`config.mk`:
```
export PLATFORM = sky130hd
export DESIGN_NAME = lsu_mem_port
export DESIGN_NICKNAME = d
export VERILOG_FILES = /design/src/rtl/lsu_mem_port.sv
export SDC_FILE = /design/constraint.sdc
export NUM_CORES = 1
export LEC_CHECK = 0
export ABC_CLOCK_PERIOD_IN_PS = 1550
export BUFFER_PORTS_ARGS = -buffer_cell sky130_fd_sc_hd__buf_2
export CAP_MARGIN = 0
export CORE_MARGIN = 1.5
export CORE_UTILIZATION = 43
export CTS_CLUSTER_SIZE = 20
export DETAILED_ROUTE_END_ITERATION = 12
export PLACE_DENSITY = 0.76
export SLEW_MARGIN = 0
export SYNTH_ARGS = -nofsm -noshare
export SYNTH_HDL_FRONTEND = slang
export SYNTH_SLANG_ARGS = --single-unit
```
`constraint.sdc`:
```
create_clock -name clk -period 1.55 [get_ports clk]
set_input_delay 0.0775 -clock clk [delete_from_list [all_inputs] [get_ports clk]]
set_output_delay 0.0775 -clock clk [all_outputs]
set_load 0.1 [all_outputs]
```
`src/rtl/lsu_mem_port.sv`:
```
// rtl/lsu_mem_port.sv - load/store unit bridging execute-stage memory requests to a valid/ready data bus (optional LSU_TIMEOUT_EN bus timeout)
module lsu_mem_port #(
    parameter int AWIDTH         = 32,
    parameter int DWIDTH         = 32,
    parameter int TIMEOUT_CYCLES = 16
) (
    input  logic              clk,
    input  logic              rst_n,
    input  logic              req_valid,
    input  logic              req_we,
    input  logic [2:0]        funct3,
    input  logic [AWIDTH-1:0] addr,
    input  logic [DWIDTH-1:0] wdata,
    output logic              stall,
    output logic [DWIDTH-1:0] DataR,
    output logic              resp_valid,
    output logic              fault,
    output logic              bus_valid,
    input  logic              bus_ready,
    output logic              bus_we,
    output logic [AWIDTH-1:0] bus_addr,
    output logic [DWIDTH-1:0] bus_wdata,
    output logic [3:0]        bus_wstrb,
    input  logic [DWIDTH-1:0] bus_rdata,
    input  logic              bus_rvalid
);

    // The lane/extension logic below is written for four byte lanes.
    if (DWIDTH != 32) begin : g_dwidth_check
        $error("lsu_mem_port supports DWIDTH=32 only");
    end
    if (TIMEOUT_CYCLES < 1) begin : g_timeout_check
        $error("lsu_mem_port needs TIMEOUT_CYCLES >= 1");
    end

    typedef enum logic [1:0] {IDLE, REQ, WAIT_R, DONE} state_t;

    state_t            state_q;
    logic              req_we_q;
    logic [2:0]        funct3_q;
    logic [1:0]        a_q;
    logic [DWIDTH-1:0] data_r_q;
    logic              resp_valid_q;
    logic              fault_q;
    logic              bus_valid_q;
    logic              bus_we_q;
    logic [AWIDTH-1:0] bus_addr_q;
    logic [DWIDTH-1:0] bus_wdata_q;
    logic [3:0]        bus_wstrb_q;

`ifdef LSU_TIMEOUT_EN
    localparam int CW = $clog2(TIMEOUT_CYCLES + 1);
    logic [CW-1:0] cnt_q;
`endif

    logic              legal_d;
    logic              aligned_d;
    logic [3:0]        wstrb_d;
    logic [DWIDTH-1:0] wdata_d;
    logic [7:0]        lane_b;
    logic [15:0]       lane_h;
    logic [DWIDTH-1:0] load_d;

    // Request decode: legality, alignment, byte strobes and lane-replicated store data.
    always_comb begin
        legal_d   = 1'b0;
        aligned_d = 1'b0;
        case (funct3)
            3'b000: begin legal_d = 1'b1;    aligned_d = 1'b1;               end
            3'b001: begin legal_d = 1'b1;    aligned_d = ~addr[0];           end
            3'b010: begin legal_d = 1'b1;    aligned_d = (addr[1:0] == 2'b00); end
            3'b100: begin legal_d = ~req_we; aligned_d = 1'b1;               end
            3'b101: begin legal_d = ~req_we; aligned_d = ~addr[0];           end
            default: begin legal_d = 1'b0;   aligned_d = 1'b0;               end
        endcase
        wstrb_d = 4'b0000;
        wdata_d = '0;
        if (req_we) begin
            case (funct3[1:0])
                2'b00: begin
                    wstrb_d = 4'b0001 << addr[1:0];
                    wdata_d = {4{wdata[7:0]}};
                end
                2'b01: begin
                    wstrb_d = addr[1] ? 4'b1100 : 4'b0011;
                    wdata_d = {2{wdata[15:0]}};
                end
                default: begin
                    wstrb_d = 4'b1111;
                    wdata_d = wdata;
                end
            endcase
        end
    end

    // Load lane extraction and sign/zero extension using the latched request.
    always_comb begin
        case (a_q)
            2'd0:    lane_b = bus_rdata[7:0];
            2'd1:    lane_b = bus_rdata[15:8];
            2'd2:    lane_b = bus_rdata[23:16];
            default: lane_b = bus_rdata[31:24];
        endcase
        lane_h = a_q[1] ? bus_rdata[31:16] : bus_rdata[15:0];
        case (funct3_q[1:0])
            2'b00:   load_d = {{24{~funct3_q[2] & lane_b[7]}}, lane_b};
            2'b01:   load_d = {{16{~funct3_q[2] & lane_h[15]}}, lane_h};
            default: load_d = bus_rdata;
        endcase
    end

    // Main FSM: all bus and response outputs are registered here.
    always_ff @(posedge clk) begin
        if (!rst_n) begin
            state_q      <= IDLE;
            req_we_q     <= 1'b0;
            funct3_q     <= 3'b000;
            a_q          <= 2'b00;
            data_r_q     <= '0;
            resp_valid_q <= 1'b0;
            fault_q      <= 1'b0;
            bus_valid_q  <= 1'b0;
            bus_we_q     <= 1'b0;
            bus_addr_q   <= '0;
            bus_wdata_q  <= '0;
            bus_wstrb_q  <= 4'b0000;
`ifdef LSU_TIMEOUT_EN
            cnt_q        <= '0;
`endif
        end else begin
            resp_valid_q <= 1'b0;
            case (state_q)
                IDLE: begin
                    if (req_valid) begin
                        if (legal_d && aligned_d) begin
                            req_we_q    <= req_we;
                            funct3_q    <= funct3;
                            a_q         <= addr[1:0];
                            bus_valid_q <= 1'b1;
                            bus_we_q    <= req_we;
                            bus_addr_q  <= {addr[AWIDTH-1:2], 2'b00};
                            bus_wdata_q <= wdata_d;
                            bus_wstrb_q <= wstrb_d;
`ifdef LSU_TIMEOUT_EN
                            cnt_q       <= '0;
`endif
                            state_q     <= REQ;
                        end else begin
                            fault_q      <= 1'b1;
                            resp_valid_q <= 1'b1;
                            state_q      <= DONE;
                        end
                    end
                end
                REQ: begin
                    if (bus_ready) begin
                        bus_valid_q <= 1'b0;
                        if (req_we_q) begin
                            fault_q      <= 1'b0;
                            resp_valid_q <= 1'b1;
                            state_q      <= DONE;
                        end else begin
`ifdef LSU_TIMEOUT_EN
                            cnt_q        <= '0;
`endif
                            state_q      <= WAIT_R;
                        end
                    end
`ifdef LSU_TIMEOUT_EN
                    else if (cnt_q == CW'(TIMEOUT_CYCLES - 1)) begin
                        bus_valid_q  <= 1'b0;
                        fault_q      <= 1'b1;
                        resp_valid_q <= 1'b1;
                        state_q      <= DONE;
                    end else begin
                        cnt_q <= cnt_q + 1'b1;
                    end
`endif
                end
                WAIT_R: begin
                    if (bus_rvalid) begin
                        data_r_q     <= load_d;
                        fault_q      <= 1'b0;
                        resp_valid_q <= 1'b1;
                        state_q      <= DONE;
                    end
`ifdef LSU_TIMEOUT_EN
                    else if (cnt_q == CW'(TIMEOUT_CYCLES - 1)) begin
                        fault_q      <= 1'b1;
                        resp_valid_q <= 1'b1;
                        state_q      <= DONE;
                    end else begin
                        cnt_q <= cnt_q + 1'b1;
                    end
`endif
                end
                default: begin
                    state_q <= IDLE;
                end
            endcase
        end
    end

    // The pipeline is released in the DONE cycle so it advances exactly once per access.
    assign stall      = req_valid & (state_q != DONE);
    assign DataR      = data_r_q;
    assign resp_valid = resp_valid_q;
    assign fault      = fault_q;
    assign bus_valid  = bus_valid_q;
    assign bus_we     = bus_we_q;
    assign bus_addr   = bus_addr_q;
    assign bus_wdata  = bus_wdata_q;
    assign bus_wstrb  = bus_wstrb_q;

endmodule
```
==> flow_summary_export.csv <==
group,metric,value,unit
outcome,status,"complete, no violations",
sta,fmax,653.9,MHz
placement,dp.cells,896,
setup_path,startpoint_type,"flip-flop",
pwr,p_per_area,1346,mW/mm2
pwr,power_leakage,3.242,nW
final_layout,fill_cells,859,
synthesis,synth_ff_type,"dfxtp_1",
clocking,cts_buffers,9,
setup_path,worstSetupPathType,"flip-flop to flip-flop",
sta,final-setup-viol-count,0,
pwr,pwr-share-seq,0.342,
synthesis,ys_ff_latch,109,
clocking,tritoncts,"yes",
synthesis,synth.yosys.warnings,0,
synthesis,yosysSeqAreaShare,0.4523,
synthesis,synth_adder_area_share,0.01037,
sta,fin_crit_sh,0.9866,
drt,vias_per_cell,5.447,
global_routing,grt_max_degree,53,
final_layout,area.sequential,0.002192,mm2
placement,dp_slack,-0.05820,ns
sta,min_period,1.529,ns
placement,io_buffers,207,
final_layout,multiInputGateArea,0.002472,mm2
pwr,p_switching,4.534,mW
synthesis,synth-edff-count,0,
floorplan,core,0.01089,mm2
drt,ant_nets,0,
sta,hold_viol,0,
final_layout,stdcell_count,993,
synthesis,synth.avg_cell_area,8.435,um2
synthesis,netlist_area,0.004825,mm2
sta,fin_ws,0.02078,ns
clocking,clock_path_buffers,2,
pwr,peakVddDrop,0.0009519,V
pwr,pwr-share-comb,0.475,
drt,vias,5409,
drt,wl,16070,um
setup_path,cp.arrival,1.84,ns
pwr,clock_power_share,0.183,
global_routing,grt_usage,0.2671,
global_routing,grt-ovfl-total,0,
final_layout,final_layout_size_suffix_gt1_frac,0.3540,
drt,wire_per_inst,16.18,um
setup_path,path_max_fanout,6,
synthesis,async_flop_share,0,
synthesis,synth_top_family_by_area,"compound AO/OA/AOI/OAI gates",
sta,setup_tns,0,ns
placement,gp_congestion,0.8563,
flow_run,maxCapViolations,0,
synthesis,synthXorXnorAreaFrac,0,
final_layout,num_antenna_cells,0,
floorplan,die_h,108.9,um
floorplan,die_area,0.01186,mm2
min_path,hold_path_class,"input pin to flip-flop",
clocking,cts_sinks,109,
final_layout,area_growth,51.09,%
sta,drv_slew,0,
setup_path,end_kind,"flip-flop",
floorplan,initial_core_util,0.4431,
synthesis,synth-compound-area-share,0.2554,
pwr,netSwitchingFraction,0.4620,
global_routing,grt_pass1_vias,5284,
drt,dr.pass1.iters,5,
sta,rsz0062_at_grt,"true",
placement,hpwl,10280,um
clocking,clk_latency,0.38,ns
synthesis,synth-simple-area-share,0.1496,
drt,first_iter_violations,280,
setup_path,required,1.86,ns
sta,fin_skew,0.009848,ns
sta,worst-slew-pin-transition,0.4980,ns
synthesis,synthMuxAreaShare,0.07676,
floorplan,fp-row-count,38,
floorplan,io_pins,210,
clocking,clockRootBuffer,"clkbuf_8",
drt,drc,0,
global_routing,antenna_found_initial,0,
clocking,path_clk_slew,0.10,ns
pwr,power.internal,5.280,mW
clocking,cts_max_level,3,
synthesis,syn_inst,572,
final_layout,nNetsFinal,958,
sta,maxSlewHeadroom,0.6650,
synthesis,ys_types,43,
global_routing,grt_pass1_wl,24990,um
floorplan,die_x,108.9,um
power by group through the flow:
| stage | Sequential, mW | Clock, mW | Combinational [mW] |
|---|---|---|---|
| floorplan | 5.41 | 0 | 1.27 |
| global placement | 3.36 | 0 | 4.15 |
| detailed placement | 3.38 | 0 | 4.23 |
| CTS | 3.33 | 1.82 | 4.56 |
| global route | 3.40 | 1.92 | 4.90 |
| finish | 3.36 | 1.79 | 4.66 |
flip-flops by register name, summed over array words and instances (netlist names):
name,flops
bus_we,1
bus_addr,30
a_q,2
bus_wdata,32
bus_valid,1
state_q,2
resp_valid,1
bus_wstrb,4
DataR,32
fault,1
funct3_q,3
cells by family (layout without fill, tap and decap cells):
group                    count (synthesis)  count (layout)
AO/OA/AOI/OAI                          186             186
buffers and inverters                   63             343
other                                    1               2
adder cells (fa/ha/maj)                  4               4
AND/OR/NAND/NOR                        173             173
flip-flops                             109             109
multiplexers                            36              36
per-layer routing:
| metal | track usage | part of all wire |
|---|---|---|
| met5 | 0 | 0 |
| met4 | 0.1494 | 0.031 |
| met3 | 0.06874 | 0.072 |
| met2 | 0.4652 | 0.51 |
| met1 | 0.2942 | 0.39 |
critical path, stage by stage, from the launching register on:
cell and delay, ns:
dfxtp_4 0.38, inv_4 0.08, ha_4 0.17, nand2_4 0.07
a21oi_4 0.25, buf_6 0.18, clkbuf_16 0.15, nand2_1 0.05
a21oi_1 0.13
stage by stage:
step	utilization	power (mW)	hold slack [ns]	cell area [um2]
CTS	0.6631	9.707	0.002659	7219
floorplan	-	6.679	0.1848	4851
finish	0.6695	9.814	0.02202	7289
detailed placement	0.5640	7.609	0.3269	6141
global placement	0.5640	7.513	0.3174	6141
global route	0.6695	10.21	0.02166	7289
cells in the mapped netlist (4+ instances only):
master / n / area, um2
nand2_1: 115 / 431.7
dfxtp_1: 109 / 2182
a21oi_1: 66 / 330.3
clkbuf_1: 36 / 135.1
mux2i_1: 28 / 280.3
a31oi_1: 26 / 162.7
o21ai_0: 26 / 130.1
nor2_1: 23 / 86.33
o2bb2ai_1: 20 / 175.2
a22o_1: 17 / 148.9
nand3_1: 17 / 85.08
inv_1: 10 / 37.54
mux2_2: 8 / 90.09
o221a_2: 8 / 90.09
buf_2: 7 / 35.03
and3_1: 6 / 37.54
o21bai_1: 6 / 45.04
buf_1: 5 / 18.77
buf_4: 5 / 37.54
ha_1: 4 / 50.05
cells in the final DEF (no fill, tap or decap), types with 2 or more instances in the layout:
master	count
o2bb2ai_1	20
and3_1	6
a21bo_2	2
dfxtp_2	2
inv_4	2
o221a_2	8
o21bai_1	6
dfxtp_4	2
dfxtp_1	105
buf_2	206
buf_6	2
conb_1	2
nand2_1	113
clkinvlp_4	2
dlygate4sd3_1	76
nand3_1	13
inv_1	7
buf_4	24
mux2i_1	27
a22o_1	17
o21ai_0	26
ha_4	2
ha_1	2
nand3_2	4
a222oi_1	2
a21oi_2	5
mux2_2	8
clkbuf_8	11
nand2b_1	2
a31oi_1	26
nor3_1	2
a21o_1	2
nor2_1	22
a21oi_1	61
buf_12	8
layout make-up:
cell class	count	area share
flip-flops and latches	109	0.3007
clock buffers	12	0.02128
well taps	140	0.02403
inverters	10	0.005836
repair buffers	318	0.3028
multi-input cells	401	0.3392
clock inverters	3	0.006179
repair_timing:
item,in CTS,in global routing
pin swaps,0,12
buffers inserted,3,2
setup endpoints to repair,72,97
resized for setup,10,22
endpoints found under the hold margin,76,0
gates cloned,2,1
hold buffers,76,0
final timing paths:
check | cells past startpoint | slack [ns] | to | from
hold / removal | 3 | 0.02 | bus_wdata[7] | wdata[7]
setup / recovery | 8 | 0.02 | bus_addr[5] | state_q[0]
hold reg to reg | 2 | 0.46 | bus_wdata[20] | bus_wdata[20]
setup reg to reg | 8 | 0.02 | bus_addr[5] | state_q[0]
Power figures use the tool's default switching activity.
